$ cat config.mk
export PLATFORM = sky130hd
export DESIGN_NAME = uparc_mdu
export DESIGN_NICKNAME = d
export VERILOG_FILES = /design/src/rtl/uparc_mdu_pkg.sv /design/src/rtl/uparc_mdu.sv
export SDC_FILE = /design/constraint.sdc
export NUM_CORES = 1
export LEC_CHECK = 0
export CAP_MARGIN = 20
export CORE_MARGIN = 3
export CORE_UTILIZATION = 40
export DETAILED_ROUTE_END_ITERATION = 12
export DONT_BUFFER_PORTS = 1
export PLACE_DENSITY = 0.51
export SYNTH_ARGS = -nofsm -noshare
export SYNTH_HDL_FRONTEND = slang
export SYNTH_SLANG_ARGS = --single-unit
$ cat constraint.sdc
create_clock -name clk -period 9.96 [get_ports clk]
set_input_delay 1.494 -clock clk [delete_from_list [all_inputs] [get_ports clk]]
set_output_delay 1.494 -clock clk [all_outputs]
set_load 0.01 [all_outputs]
$ cat src/rtl/uparc_mdu_pkg.sv
// Shared constants for the uparc multiply/divide unit: register width and MDU opcodes.
package uparc_mdu_pkg;

    localparam int UPARC_REG_WIDTH   = 32;
    localparam int UPARC_MDUOP_WIDTH = 3;

    localparam logic [UPARC_MDUOP_WIDTH-1:0] UPARC_MDUOP_NONE  = 3'd0;
    localparam logic [UPARC_MDUOP_WIDTH-1:0] UPARC_MDUOP_MULT  = 3'd1;
    localparam logic [UPARC_MDUOP_WIDTH-1:0] UPARC_MDUOP_MULTU = 3'd2;
    localparam logic [UPARC_MDUOP_WIDTH-1:0] UPARC_MDUOP_DIV   = 3'd3;
    localparam logic [UPARC_MDUOP_WIDTH-1:0] UPARC_MDUOP_DIVU  = 3'd4;
    localparam logic [UPARC_MDUOP_WIDTH-1:0] UPARC_MDUOP_MTHI  = 3'd5;
    localparam logic [UPARC_MDUOP_WIDTH-1:0] UPARC_MDUOP_MTLO  = 3'd6;

endpackage

$ cat src/rtl/uparc_mdu.sv
// Iterative multiply/divide unit with architectural HI/LO registers.
// Signed ops run on magnitudes; a final FIX cycle restores the result signs.
module uparc_mdu
    import uparc_mdu_pkg::*;
#(
    parameter int WIDTH = UPARC_REG_WIDTH
) (
    input  logic                         clk,
    input  logic                         rst,
    input  logic                         start,
    input  logic [UPARC_MDUOP_WIDTH-1:0] op,
    input  logic [WIDTH-1:0]             a,
    input  logic [WIDTH-1:0]             b,
    input  logic                         cancel,
    output logic [WIDTH-1:0]             hi,
    output logic [WIDTH-1:0]             lo,
    output logic                         busy,
    output logic                         done
);

    localparam int CNT_W = $clog2(WIDTH + 1);

    localparam logic [1:0] ST_IDLE = 2'd0;
    localparam logic [1:0] ST_RUN  = 2'd1;
    localparam logic [1:0] ST_FIX  = 2'd2;

    logic [1:0]         state_r;
    logic [2*WIDTH-1:0] acc_r;
    logic [WIDTH-1:0]   opb_r;
    logic [CNT_W-1:0]   cnt_r;
    logic               neg_lo_r;
    logic               neg_hi_r;
    logic               is_div_r;

    logic               accept_s;
    logic               is_mul_s;
    logic               is_dv_s;
    logic               sgn_s;
    logic [WIDTH-1:0]   abs_a_s;
    logic [WIDTH-1:0]   abs_b_s;
    logic [WIDTH:0]     mul_sum_s;
    logic [WIDTH:0]     div_rem_s;
    logic [WIDTH-1:0]   div_diff_s;
    logic [2*WIDTH-1:0] step_acc_s;
    logic [WIDTH-1:0]   fix_hi_s;
    logic [WIDTH-1:0]   fix_lo_s;

    function automatic logic [WIDTH-1:0] cond_neg(input logic [WIDTH-1:0] v, input logic n);
        cond_neg = n ? (~v + {{(WIDTH-1){1'b0}}, 1'b1}) : v;
    endfunction

    // Opcode decode and operand magnitudes for the accepting cycle.
    always_comb begin
        is_mul_s = 1'b0;
        is_dv_s  = 1'b0;
        sgn_s    = 1'b0;
        case (op)
            UPARC_MDUOP_MULT:  begin is_mul_s = 1'b1; sgn_s = 1'b1; end
            UPARC_MDUOP_MULTU: begin is_mul_s = 1'b1; end
            UPARC_MDUOP_DIV:   begin is_dv_s  = 1'b1; sgn_s = 1'b1; end
            UPARC_MDUOP_DIVU:  begin is_dv_s  = 1'b1; end
            default:           begin is_mul_s = 1'b0; end
        endcase
        accept_s = (state_r == ST_IDLE) && start && !cancel;
        abs_a_s  = cond_neg(a, sgn_s & a[WIDTH-1]);
        abs_b_s  = cond_neg(b, sgn_s & b[WIDTH-1]);
    end

    // One shift-add or restoring-divide iteration on the accumulator.
    always_comb begin
        mul_sum_s  = {1'b0, acc_r[2*WIDTH-1:WIDTH]} + {1'b0, opb_r & {WIDTH{acc_r[0]}}};
        div_rem_s  = acc_r[2*WIDTH-1:WIDTH-1];
        div_diff_s = div_rem_s[WIDTH-1:0] - opb_r;
        if (!is_div_r) begin
            step_acc_s = {mul_sum_s, acc_r[WIDTH-1:1]};
        end else if (div_rem_s >= {1'b0, opb_r}) begin
            step_acc_s = {div_diff_s, acc_r[WIDTH-2:0], 1'b1};
        end else begin
            step_acc_s = {div_rem_s[WIDTH-1:0], acc_r[WIDTH-2:0], 1'b0};
        end
    end

    // Sign correction: separate quotient/remainder negation, or a full 2W product negation.
    always_comb begin
        fix_lo_s = cond_neg(acc_r[WIDTH-1:0], neg_lo_r);
        if (is_div_r) begin
            fix_hi_s = cond_neg(acc_r[2*WIDTH-1:WIDTH], neg_hi_r);
        end else if (neg_lo_r) begin
            fix_hi_s = ~acc_r[2*WIDTH-1:WIDTH]
                     + {{(WIDTH-1){1'b0}}, (acc_r[WIDTH-1:0] == {WIDTH{1'b0}})};
        end else begin
            fix_hi_s = acc_r[2*WIDTH-1:WIDTH];
        end
    end

    // Control FSM, datapath registers and architectural HI/LO.
    always_ff @(posedge clk or posedge rst) begin
        if (rst) begin
            state_r  <= ST_IDLE;
            acc_r    <= {(2*WIDTH){1'b0}};
            opb_r    <= {WIDTH{1'b0}};
            cnt_r    <= {CNT_W{1'b0}};
            neg_lo_r <= 1'b0;
            neg_hi_r <= 1'b0;
            is_div_r <= 1'b0;
            hi       <= {WIDTH{1'b0}};
            lo       <= {WIDTH{1'b0}};
            busy     <= 1'b0;
            done     <= 1'b0;
        end else begin
            done <= 1'b0;
            case (state_r)
                ST_IDLE: begin
                    if (accept_s && (is_mul_s || is_dv_s)) begin
                        state_r  <= ST_RUN;
                        busy     <= 1'b1;
                        acc_r    <= {{WIDTH{1'b0}}, abs_a_s};
                        opb_r    <= abs_b_s;
                        cnt_r    <= CNT_W'(WIDTH);
                        is_div_r <= is_dv_s;
                        neg_hi_r <= sgn_s & is_dv_s & a[WIDTH-1];
                        // Divide by zero keeps the all-ones quotient unsigned-looking.
                        neg_lo_r <= sgn_s & (a[WIDTH-1] ^ b[WIDTH-1])
                                  & (is_mul_s | (b != {WIDTH{1'b0}}));
                    end else if (accept_s && (op == UPARC_MDUOP_MTHI)) begin
                        hi <= a;
                    end else if (accept_s && (op == UPARC_MDUOP_MTLO)) begin
                        lo <= a;
                    end
                end
                ST_RUN: begin
                    if (cancel) begin
                        state_r <= ST_IDLE;
                        busy    <= 1'b0;
                    end else begin
                        acc_r <= step_acc_s;
                        cnt_r <= cnt_r - CNT_W'(1);
                        if (cnt_r == CNT_W'(1)) begin
                            state_r <= ST_FIX;
                        end
                    end
                end
                ST_FIX: begin
                    state_r <= ST_IDLE;
                    busy    <= 1'b0;
                    if (!cancel) begin
                        hi   <= fix_hi_s;
                        lo   <= fix_lo_s;
                        done <= 1'b1;
                    end
                end
                default: begin
                    state_r <= ST_IDLE;
                    busy    <= 1'b0;
                end
            endcase
        end
    end

endmodule

; ---- Word-level counts from Yosys, hierarchy flattened
; Cells that the tools add are included.
[word_totals]
n_memories = 0
mem_bits_ro = 0
input_bits = 71
ramBits = 0
latchBits = 0
register_bits = 173
output_inout_bits = 66
[op_classes]
n_eq_ne = 18
n_div = 0
order_cmp = 1
n_mux = 35
bitwise = 13
add_sub_neg = 8
n_reduce_logical = 21
multipliers = 0
shift = 0
[ops]
columns = cell, count
row1 = $mux W32, 13
row2 = $mux W64, 4
row3 = $add A32 B1 Y32 const B, 4
row4 = $not A32 Y32, 4
row5 = $pmux W32 S2, 2
row6 = $pmux W64 S2, 1
row7 = $add A32 B32 Y33, 1
row8 = $ge A33 B32 Y1, 1
row9 = $add A32 B1 Y32, 1
row10 = $and A32 B32 Y32, 1
row11 = $logic_not A32 Y1, 1
row12 = $reduce_bool A32 Y1, 1
row13 = $sub A32 B32 Y32, 1
row14 = $mux W6, 2
row15 = $pmux W6 S2, 1
row16 = $ne A2 B2 Y1 const B, 5
row17 = $eq A3 B3 Y1 const B, 3
row18 = $mux W1, 7
row19 = $and A1 B1 Y1, 6
row20 = $eq A3 B2 Y1 const B, 2
row21 = $eq A6 B1 Y1 const B, 1
row22 = $mux W2, 3
row23 = $ne A2 B1 Y1 const B, 3
row24 = $reduce_and A2 Y1, 3
row25 = 18 further kinds, 25

; ---- Longest topological paths before layout
[logic_depth]
ltp_word = 8
mapped_depth = 17
ltp_nobuf = 16

; ---- Worst setup path before layout
; Ideal clock, no wire load.
[synth_timing]
path_kind = register -> register
startpoint = register acc_r[0]
endpoint = register hi[17]
setup_time_ns = 0.095
arrival_time_ns = 3.907
path_stages_with_launch = 17
period_less_slack_ns = 4.002
path_slack_ns = 5.958
cell_sequence = dfrtp_1 > inv_1 > buf_1 > ha_1 > nand3_1 > nand3b_1 > or3_4 > nor4_1 > ha_1 > or3b_2 > nor4_2 > nand2_1 > o311ai_0 > nand2_1 > xor2_1 > nor2_1 > o31ai_1
[synth_between]
elab_chain_len = 6
[synth_lines]
columns = item, line_no
row1 = start: declaration, uparc_mdu.sv:28  ; logic [2*WIDTH-1:0] acc_r;
row2 = start signal: assignment, uparc_mdu.sv:100  ; acc_r <= {(2*WIDTH){1'b0}};
row3 = start signal: assignment, uparc_mdu.sv:117  ; acc_r <= {{WIDTH{1'b0}}, abs_a_s};
row4 = start signal: assignment, uparc_mdu.sv:136  ; acc_r <= step_acc_s;
row5 = $logic_not A32 Y1, uparc_mdu.sv:90  ; + {{(WIDTH-1){1'b0}}, (acc_r[WIDTH-1:0] == {WIDTH{1'b0}})};
row6 = $add A32 B1 Y32, uparc_mdu.sv:90
row7 = $mux W32, uparc_mdu.sv:88  ; end else if (neg_lo_r) begin
row8 = $mux W32, uparc_mdu.sv:86  ; if (is_div_r) begin
row9 = $mux W32, uparc_mdu.sv:146  ; if (!cancel) begin
row10 = $pmux W32 S2, uparc_mdu.sv:112  ; case (state_r)
row11 = end signal: assignment, uparc_mdu.sv:106  ; hi <= {WIDTH{1'b0}};
row12 = end signal: assignment, uparc_mdu.sv:147  ; hi <= fix_hi_s;
row13 = end: declaration, uparc_mdu.sv:15  ; output logic [WIDTH-1:0] hi,
; Every way passes these cells. The select of a mux whose other input is x is not followed.
; A chain may end at the register's enable or synchronous reset.

; ---- Worst setup path in the final report
; Ends and elaborated chain as after synthesis.

==> metrics.txt <==
status=completed; crit end category=register; placer's final routability congestion estimate=0.915; pre-CTS setup slack=5.02 ns; main flop type after synthesis=dfrtp_1; Die X-Extent=199 um; # hold bufs at CTS=0; effective utilization at floorplan=0.406; I/O pins=137; top-count cell post-synth=nand2_1; post-synth top area share=0.291; Seq cells post-synth=173; final setup violation count=0; fin area=15,800 sq um; DP HPWL=39.2 mm; post-CTS sizing=0; FILL cells=3,790; Synth top cells by count=nand2_1 (259), nor2_1 (205), o21ai_0 (198), dfrtp_1 (173), a21oi_1 (141); syn nets=2,080; number of detailed-route iterations in the first pass=5; Crit Path Max Fanout=32; antenna-violating nets left=0; R2R Setup Slk=4.94 ns; Min-Delay Path Class=register to register; ys async rst share=1.00; Post-synth EDFFs=0; CP Launch Point=acc_r[0]; unique cell type count in the Yosys netlist=92; vias in the first global route=13,400; initial antenna violation count=0; M1 wire length=21.9 mm; leak pwr=6.76 nW; DR WL met2=24.7 mm; clock sink count=173; Min Clock Period, post-route=5.02 ns; H-tree depth=4; total setup buffers inserted after CTS=0; cts bufs inserted=17; Reg-to-Reg Start=acc_r[0]; # rows=70; Hold Crit Start=opb_r[15]; layout cells sized above 1=0.0527; Synth area leader=dfrtp_1; Die H=199 um; Slew HR=0.350; max cap viols=0; worst setup path class=register to register; metal3 WL=2.59 mm; Slew Limit Fails=0; largest net degree at the start of global routing=88; # DRC=0; WHS Path Cells=2; post-route setup slack=4.94 ns; TritonCTS clock tree=done; reg2reg end=hi[17]; worst hold slack=0.481 ns; Worst Path Arrival=5.39 ns; DR iter-0 viols=733; DR top layer=met4; first-pass GRT wire length=79.9 mm; FF-to-FF path depth=16; RSZ-0062 raised after global routing=no; final number of hold-violating endpoints=0; Vias per Instance=5.92; Post-Syn Area=14,900 sq um; Clock transition at path regs=0.08 ns; CTS root buf=clkbuf_16; Setup crit start kind=register; Fmax=199 MHz; Max Root-Sink Buffers=2; worst skew pair latency=0.46 ns; WP data required=10.33 ns; port buffer count=0; TNS Setup=0 ns; post-DR wirelength/cell=21.9 um; worst hold endpoint=opb_r[15]; P&R area growth vs syn=5.76%; Synth area leaders=dfrtp_1 (29%), o21ai_0 (6.7%), nand2_1 (6.5%); Placed Instance Area=15,200 sq um; worst slew pin tran=0.976 ns; Synth Area per Inst=7.70 sq um; Final #Nets=1,991; PD cells=313 nW/um^2; Final period util=0.504; clock skew=0.0102 ns; Post-Synthesis Cells=1,935; Ant. Diodes=0; yosys warns=0; via count=13,800; Die Area=39,600 sq um; total grt overflow=0; Total GRT Usage=0.259; register area share after synthesis=0.291; core box area=36,700 sq um; Post-Route WL=50.9 mm; VDD IR max=0.172 mV
-- how the worst max path moves through the flow --
stage               endpoint
global route          hi[17]
detailed placement    hi[17]
floorplan           acc_r[0]
global placement      hi[17]
CTS                   hi[17]
finish                hi[17]
-- metrics by stage --
step                total power [mW]   util  std cells
floorplan                       3.45      -       1935
finish                          4.94  0.429       2327
global placement                4.22  0.413       2293
global route                    5.33  0.429       2327
detailed placement              4.23  0.413       2294
CTS                             4.93  0.429       2326
-- registers in the layout (all words and copies together) (netlist names) --
name / count
lo: 32
acc_r: 64
neg_hi_r: 1
hi: 32
opb_r: 32
cnt_r: 6
is_div_r: 1
neg_lo_r: 1
busy: 1
done: 1
state_r: 2
-- metal layers --
metal  vias to the layer above  track usage
li1                       6733            -
met1                      6582        0.333
met2                       390        0.444
met3                        63       0.0362
met4                         0       0.0934
met5                         -            0
-- power by group --
part | switching (mW) | internal [mW]
logic | 1.67 | 1.08
registers | 0.512 | 0.977
clock network | 0.338 | 0.361
-- cells by family after synthesis --
family / Yosys count / share of synthesized area
AO/OA/AOI/OAI: 614 / 0.256
XOR/XNOR: 172 / 0.101
adder cells (fa/ha/maj): 74 / 0.0632
buffers and inverters: 184 / 0.0496
flip-flops: 173 / 0.291
multiplexers: 42 / 0.0283
AND/OR/NAND/NOR: 676 / 0.211
-- cell usage in the layout (no fill, tap or decap), drive strengths merged, types with 8 or more instances in the layout --
master / n
nand2: 260
o21ai: 227
nor2: 206
dfrtp: 173
a21oi: 142
xnor2: 97
xor2: 75
ha: 72
inv: 67
o31ai: 53
mux2i: 41
nor3: 36
nand3: 35
a21o: 26
a31oi: 25
nor4: 23
o211ai: 21
clkbuf: 18
or3: 17
a211oi: 17
buf: 17
nor2b: 15
o21a: 14
nand2b: 14
and2: 12
nand4: 11
or4: 10
nand3b: 9
a22oi: 9
o311ai: 9
o41ai: 9
and3: 8
-- worst max-delay path, stage by stage, from the launching register on --
cell and delay [ns]:
dfrtp_1 0.46, inv_1 0.08, buf_4 0.34, ha_1 0.32, nand3_1 0.24, nand3b_1 0.37
or3_4 0.47, nor4_1 0.34, ha_1 0.27, or3b_2 0.49, nor4_2 0.32, nand2_1 0.28
o311ai_0 0.36, nand2_1 0.11, xor2_1 0.16, nor2_1 0.06, o31ai_1 0.25
-- cell type report --
type | count | area [sq um] | area share
Clock inverter | 14 | 145 | 0.00921
Multi-Input combinational cell | 1578 | 9880 | 0.627
Clock buffer | 18 | 439 | 0.0279
Tap cell | 468 | 586 | 0.0372
Sequential cell | 173 | 4330 | 0.275
Timing Repair Buffer | 17 | 144 | 0.00913
Inverter | 59 | 226 | 0.0144
(Power assumes the default switching activity.)
